$ cat src/rtl/rv32im_muldiv_pkg.sv
// Shared encodings and constants for the RV32M multiply/divide unit.
package rv32im_muldiv_pkg;

  typedef enum logic [2:0] {
    OP_MUL    = 3'd0,
    OP_MULH   = 3'd1,
    OP_MULHSU = 3'd2,
    OP_MULHU  = 3'd3,
    OP_DIV    = 3'd4,
    OP_DIVU   = 3'd5,
    OP_REM    = 3'd6,
    OP_REMU   = 3'd7
  } md_op_e;

  typedef enum logic [1:0] {
    S_IDLE = 2'd0,
    S_CALC = 2'd1,
    S_DONE = 2'd2
  } md_state_e;

  localparam int unsigned ITERS = 32;

  // funct3[2] separates the divide family from the multiply family
  function automatic logic is_div_op(input md_op_e op);
    return op[2];
  endfunction

  function automatic logic is_rem_op(input md_op_e op);
    return (op == OP_REM) || (op == OP_REMU);
  endfunction

endpackage

$ cat src/rtl/rv32im_muldiv_iter.sv
// One iteration of the sequential datapath: shift-add multiply or restoring divide.
module rv32im_muldiv_iter
  import rv32im_muldiv_pkg::*;
#(
  parameter int unsigned WIDTH = 32
) (
  input  logic               is_div,
  input  logic [2*WIDTH-1:0] acc,
  input  logic [WIDTH-1:0]   opnd,
  output logic [2*WIDTH-1:0] acc_next_c
);

  logic [WIDTH:0]   sum;
  logic [WIDTH:0]   shifted;
  logic [WIDTH-1:0] diff;
  logic             ge;

  // acc = {hi, lo}: product {partial, multiplier} or divide {remainder, quotient}
  always_comb begin
    sum        = {1'b0, acc[2*WIDTH-1:WIDTH]} + (acc[0] ? {1'b0, opnd} : (WIDTH+1)'(0));
    shifted    = {acc[2*WIDTH-1:WIDTH], acc[WIDTH-1]};
    ge         = shifted >= {1'b0, opnd};
    diff       = shifted[WIDTH-1:0] - opnd;
    acc_next_c = {sum, acc[WIDTH-1:1]};
    if (is_div) begin
      if (ge) begin
        acc_next_c = {diff, acc[WIDTH-2:0], 1'b1};
      end else begin
        acc_next_c = {shifted[WIDTH-1:0], acc[WIDTH-2:0], 1'b0};
      end
    end
  end

endmodule

$ cat src/rtl/rv32im_muldiv.sv
// Iterative RV32M multiply/divide unit: 32-cycle shift-add / restoring divide with sign fix-up.
module rv32im_muldiv
  import rv32im_muldiv_pkg::*;
#(
  parameter int unsigned WIDTH = 32
) (
  input  logic             i_clk,
  input  logic             i_rst_n,
  input  logic             i_valid,
  output logic             o_ready,
  input  logic [2:0]       i_md_op,
  input  logic [WIDTH-1:0] i_rs1_data,
  input  logic [WIDTH-1:0] i_rs2_data,
  input  logic             i_flush,
  output logic             o_valid,
  input  logic             i_result_ack,
  output logic [WIDTH-1:0] o_result,
  output logic             o_busy
);

  localparam int unsigned CNT_W = $clog2(ITERS);

  md_state_e          state_q, state_d;
  logic [CNT_W-1:0]   cnt_q, cnt_d;
  logic [2*WIDTH-1:0] acc_q, acc_d;
  logic [WIDTH-1:0]   opnd_q, opnd_d;
  md_op_e             op_q, op_d;
  logic               neg_q, neg_d;

  md_op_e             op_in;
  logic               signed_a, signed_b, sign_a, sign_b;
  logic [WIDTH-1:0]   mag_a, mag_b;
  logic               b_zero, sovf;
  logic [2*WIDTH-1:0] step_acc;
  logic [2*WIDTH-1:0] prod_fix;
  logic [WIDTH-1:0]   quot_fix, rem_fix, result;

  rv32im_muldiv_iter #(.WIDTH(WIDTH)) u_iter (
    .is_div     (is_div_op(op_q)),
    .acc        (acc_q),
    .opnd       (opnd_q),
    .acc_next_c (step_acc)
  );

  // Request decode: operand signedness, magnitudes and bypass conditions
  always_comb begin
    op_in    = md_op_e'(i_md_op);
    signed_a = (op_in != OP_MULHU) && (op_in != OP_DIVU) && (op_in != OP_REMU);
    signed_b = (op_in == OP_MUL) || (op_in == OP_MULH) || (op_in == OP_DIV) || (op_in == OP_REM);
    sign_a   = signed_a && i_rs1_data[WIDTH-1];
    sign_b   = signed_b && i_rs2_data[WIDTH-1];
    mag_a    = sign_a ? -i_rs1_data : i_rs1_data;
    mag_b    = sign_b ? -i_rs2_data : i_rs2_data;
    b_zero   = (i_rs2_data == '0);
    sovf     = ((op_in == OP_DIV) || (op_in == OP_REM)) &&
               (i_rs1_data == {1'b1, (WIDTH-1)'(0)}) && (i_rs2_data == '1);
  end

  always_ff @(posedge i_clk or negedge i_rst_n) begin
    if (!i_rst_n) begin
      state_q <= S_IDLE;
      cnt_q   <= '0;
      acc_q   <= '0;
      opnd_q  <= '0;
      op_q    <= OP_MUL;
      neg_q   <= 1'b0;
    end else begin
      state_q <= state_d;
      cnt_q   <= cnt_d;
      acc_q   <= acc_d;
      opnd_q  <= opnd_d;
      op_q    <= op_d;
      neg_q   <= neg_d;
    end
  end

  // Next-state: flush wins over everything; bypass cases jump straight to DONE
  always_comb begin
    state_d = state_q;
    cnt_d   = cnt_q;
    acc_d   = acc_q;
    opnd_d  = opnd_q;
    op_d    = op_q;
    neg_d   = neg_q;
    if (i_flush) begin
      state_d = S_IDLE;
      cnt_d   = '0;
    end else begin
      unique case (state_q)
        S_IDLE: begin
          if (i_valid) begin
            op_d  = op_in;
            cnt_d = '0;
            if (is_div_op(op_in)) begin
              if (b_zero) begin
                acc_d   = {mag_a, {WIDTH{1'b1}}};
                neg_d   = is_rem_op(op_in) && sign_a;
                state_d = S_DONE;
              end else if (sovf) begin
                acc_d   = {(WIDTH)'(0), 1'b1, (WIDTH-1)'(0)};
                neg_d   = 1'b0;
                state_d = S_DONE;
              end else begin
                acc_d   = {(WIDTH)'(0), mag_a};
                opnd_d  = mag_b;
                neg_d   = is_rem_op(op_in) ? sign_a : (sign_a ^ sign_b);
                state_d = S_CALC;
              end
            end else begin
              acc_d   = {(WIDTH)'(0), mag_b};
              opnd_d  = mag_a;
              neg_d   = sign_a ^ sign_b;
              state_d = S_CALC;
            end
          end
        end
        S_CALC: begin
          acc_d = step_acc;
          cnt_d = cnt_q + CNT_W'(1);
          if (cnt_q == CNT_W'(ITERS-1)) begin
            state_d = S_DONE;
          end
        end
        S_DONE: begin
          if (i_result_ack) begin
            state_d = S_IDLE;
          end
        end
        default: state_d = S_IDLE;
      endcase
    end
  end

  // Sign-corrected result, presented only while DONE
  always_comb begin
    prod_fix = neg_q ? -acc_q : acc_q;
    quot_fix = neg_q ? -acc_q[WIDTH-1:0] : acc_q[WIDTH-1:0];
    rem_fix  = neg_q ? -acc_q[2*WIDTH-1:WIDTH] : acc_q[2*WIDTH-1:WIDTH];
    result   = '0;
    if (state_q == S_DONE) begin
      unique case (op_q)
        OP_MUL:                        result = prod_fix[WIDTH-1:0];
        OP_MULH, OP_MULHSU, OP_MULHU:  result = prod_fix[2*WIDTH-1:WIDTH];
        OP_DIV, OP_DIVU:               result = quot_fix;
        OP_REM, OP_REMU:               result = rem_fix;
        default:                       result = '0;
      endcase
    end
  end

  assign o_ready  = (state_q == S_IDLE);
  assign o_valid  = (state_q == S_DONE);
  assign o_busy   = (state_q == S_CALC) || (state_q == S_DONE);
  assign o_result = result;

endmodule
$ cat config.mk
export PLATFORM = sky130hd
export DESIGN_NAME = rv32im_muldiv
export DESIGN_NICKNAME = d
export VERILOG_FILES = /design/src/rtl/rv32im_muldiv_pkg.sv /design/src/rtl/rv32im_muldiv_iter.sv /design/src/rtl/rv32im_muldiv.sv
export SDC_FILE = /design/constraint.sdc
export NUM_CORES = 1
export LEC_CHECK = 0
export BUFFER_PORTS_ARGS = -buffer_cell sky130_fd_sc_hd__buf_2
export CAP_MARGIN = 20
export CORE_MARGIN = 10
export CORE_UTILIZATION = 57
export DETAILED_ROUTE_END_ITERATION = 16
export PLACE_DENSITY = 0.79
export SLEW_MARGIN = 20
export SYNTH_ARGS = -nofsm -noshare
export SYNTH_HDL_FRONTEND = slang
export SYNTH_SLANG_ARGS = --single-unit
$ cat constraint.sdc
create_clock -name i_clk -period 3.3 [get_ports i_clk]
set_input_delay 0.165 -clock i_clk [delete_from_list [all_inputs] [get_ports i_clk]]
set_output_delay 0.165 -clock i_clk [all_outputs]
set_load 0.01 [all_outputs]
==> results.txt <==
----------------------------------------------------
[Status]
  Outcome ... complete, but fails checks
  Violated checks ... negative setup slack

[Drt]
  Wirelength per Cell ... 23.4 µm
  Detailed Routing Iterations Pass 1 ... 6
  Per-cell via count in the routed design ... 6.61
  Wire length after detailed routing ... 56.3 mm
  Final antenna-violating net count ... 0
  Iteration-0 DRC count of the detailed router ... 2036
  Total number of vias ... 15900
  Number of DRC violations after detailed routing ... 0

[Synthesis]
  Total standard cell area after synthesis ... 0.0136 mm²
  Register bit count reported by yosys ... 107
  Post-Synth Simple-Gate Area ... 21.4%
  Number of synthesized flops with an enable pin ... 0
  Post-synthesis adder-cell area fraction ... 7.12%
  Post-synth top flop ... dfrtp_1
  Number of warnings reported in the yosys synthesis log ... 0
  Sequential share of the synthesized area ... 19.7%
  Count of different cell masters after synthesis ... 80
  Post-synthesis compound-gate area fraction ... 29.7%
  Net count of the mapped netlist ... 2033
  Multiplexer share of the synthesized area ... 6.44%
  Post-synthesis cell count ... 1885
  Share of async-settable or async-resettable flops after synthesis ... 100%
  Largest family of logic cells by synthesized area ... compound AO/OA/AOI/OAI gates
  Synth Area per Inst ... 7.20 µm²
  Xor and xnor fraction of the mapped netlist area ... 10.3%

[Critical path]
  Maximum fanout encountered on the critical timing path ... 5
  Type of the worst setup path ... register to output port
  Endpoint arrival time on the critical path ... 3.31 ns
  Buffers plus inverters on the worst setup path ... 1
  Startpoint Class ... register
  WP data required ... 3.13 ns
  CP Capture Type ... output port
  Dominant cell type by count on the critical path ... or4_4
  Worst-path cell with the longest stage delay ... or4_4
  Largest incremental delay on the critical path ... 0.61 ns
  Critical path's top delay family ... simple AND/OR/NAND/NOR gates
  Crit path cell chain ... or4_4 -> or4_4 -> or4_4 -> nand2_4 -> nor2_4 -> o31ai_4 -> o31ai_4 -> a21oi_2 -> buf_2

[Timing]
  Max Clk Rate ... 288 MHz
  Fin worst setup slack ... -0.177 ns
  WHS ... 0.123 ns
  # setup viols final ... 19
  Relative slew slack ... 44.9%
  Count of final max-slew check failures ... 0
  Tcrit/Tclk final ... 105%
  Setup repair after global routing missed its margin ... true
  Period minus WS final ... 3.48 ns
  Transition time at the pin with the least slew margin ... 0.826 ns
  Setup skew after layout ... 0.0148 ns
  Hold Violations, Final ... 0

[Floorplanning]
  Number of core rows ... 56
  Core area ... 0.0235 mm²
  Initial core utilization ... 57.8%
  Horizontal extent of the die ... 174 µm
  Die Footprint ... 0.0304 mm²
  Vert. Die Dim ... 174 µm
  Boundary pin count ... 107

[Placed design]
  Placer congestion estimate ... 1.02
  Detailed placer's ending HPWL ... 43.7 mm
  Pre-CTS worst setup slack ... -0.173 ns
  Port Buf Inserts ... 106

[Job]
  Number of max-capacitance violations reported ... 0

[Power]
  Power per cell area ... 669 mW/mm²
  Maximum VDD drop ... 0.321 mV
  Leakage power total ... 7.41 nW

[Global routing]
  Total global routing overflow ... 0
  Antenna violations before repair ... 0
  Via count of the first global-routing pass ... 14600
  Global router's overall resource usage ... 34.7%
  Pin count of the biggest net entering global routing ... 87
  First-pass GRT wire length ... 84.0 mm

[Final layout]
  Net total in the final layout ... 2233
  Fraction of final layout cells with drive strength greater than 1 ... 23.2%
  Area growth from synthesis to layout ... 22.8%
  Filler cell count in the final layout ... 1973

[CTS]
  TritonCTS Buffers ... 9
  Clock latency at the later pin of the worst-skew pair ... 0.37 ns
  Clock Root Buffer ... clkbuf_16
  Clock transition at the register clock pins on the worst setup and hold paths after CTS ... 0.09 ns
  Sinks on Clock Net ... 107
  CTS H-tree depth ... 3
  CTS tree ... built
  Deepest clock path buffer count ... 2

[Worst hold path]
  Classification of the worst-slack hold path ... input pin to register

----------------------------------------------------
## cell families after synthesis
group / count (synthesis)
mux: 84
buf+inv: 184
xor+xnor: 160
simple gates: 614
flops: 107
compound gates: 660
fa+ha+maj: 76
## state kept, by name (all words and copies together) (netlist names)
register and cells:
acc_q 64, opnd_q 32, cnt_q 5, op_q 3
state_q 2, neg_q 1
## power by group
| group | switching (mW) | internal (mW) |
|---|---|---|
| clock network | 0.617 | 0.630 |
| logic | 4.64 | 3.20 |
| registers | 0.411 | 1.63 |
## what timing repair did
| item | 4_1_cts | 5_1_grt |
|---|---|---|
| hold buffers | 1 | 0 |
| gates cloned | 0 | 1 |
| endpoints found under the setup margin | 37 | 63 |
| hold endpoints to repair | 59 | 0 |
| resized for setup | 60 | 106 |
| buffers inserted | 12 | 15 |
| pin swaps | 25 | 61 |
## cell usage after synthesis (all sizes together) (13+ instances only)
master  instances  area [µm²]
a21oi         212        1060
nor2          196         738
o21ai         194         978
nand2         193         729
dfrtp         107        2680
clkbuf         90         339
xnor2          83         727
xor2           77         674
ha             74         926
inv            65         244
mux2i          61         611
a21o           39         293
nor3           39         200
nand3          32         170
o31ai          31         238
buf            26         119
nand4          26         169
mux2           23         263
a31oi          22         138
a211oi         19         143
nor4           19         155
o211ai         19         143
nand2b         18         113
or3            17         111
o22ai          16         100
or4            16         120
o41ai          14         123
a221oi         13         114
## placed cells by master, fill, tap and decap left out, types with 19 or more instances in the layout
cell type / instances
o21ai_0: 163
o211ai_1: 19
a21o_1: 38
xnor2_1: 80
nor3_1: 34
xor2_1: 77
ha_1: 68
o31ai_1: 25
buf_4: 186
mux2_2: 22
inv_1: 61
a21oi_1: 195
dfrtp_1: 104
a31oi_1: 19
mux2i_1: 60
nand2_1: 186
buf_2: 105
nor2_1: 191
nand3_1: 25
nand4_1: 25
o21ai_1: 22
## final cells by class
class,instances,area [µm²],area share (%)
well taps,319,399,2.40
clock inverters,7,113,0.676
diodes,1,2.50,0.0150
inverters,68,255,1.53
multi-input cells,1594,10800,65.0
flip-flops and latches,107,2680,16.1
clock buffers,9,225,1.35
repair buffers,305,2150,12.9
## layer usage
metal / part of all wire [%] / vias up / track usage, % / wire length (µm)
li1: - / 7276 / - / -
met2: 42 / 1046 / 50.4 / 23500
met5: 0 / - / 0 / 0
met4: 5.3 / 0 / 17.3 / 2960
met3: 12 / 149 / 7.82 / 6850
met1: 41 / 7453 / 47.3 / 23000
## final timing paths
path	slack (ns)	cells past startpoint	startpoint	to
max in group asynchronous	2.08	3	i_rst_n	acc_q[29]
hold / removal	0.12	2	i_flush	cnt_q[1]
setup reg to reg	-0.13	15	acc_q[0]	acc_q[60]
setup / recovery	-0.18	9	acc_q[21]	o_result[16]
hold reg to reg	0.48	2	opnd_q[1]	opnd_q[1]
min in group asynchronous	0.43	2	i_rst_n	cnt_q[3]
## worst reg2reg max path: stages, from the launching register on
cell	delay, ns
dfrtp_1	0.41
inv_2	0.11
buf_12	0.15
nor2_1	0.07
ha_1	0.35
o211ai_1	0.15
o211ai_1	0.39
nand4_1	0.23
a211oi_2	0.35
nor2_1	0.12
o21a_1	0.21
o21ai_0	0.14
buf_4	0.18
o31a_1	0.15
mux2i_1	0.22
a21o_1	0.15
## through the flow
stage               setup TNS (ns)  total power, mW  util [%]  area [µm²]  std cells
detailed placement          -0.969             8.90      65.7       15400       2364
floorplan                        0             6.46         -       13600       1885
finish                       -1.68             11.1      71.0       16700       2410
global route                 -3.70             11.8      71.0       16700       2409
CTS                         -0.330             10.4      68.6       16100       2393
global placement            -0.415             8.80      65.7       15400       2364
Power figures use the tool's default switching activity.
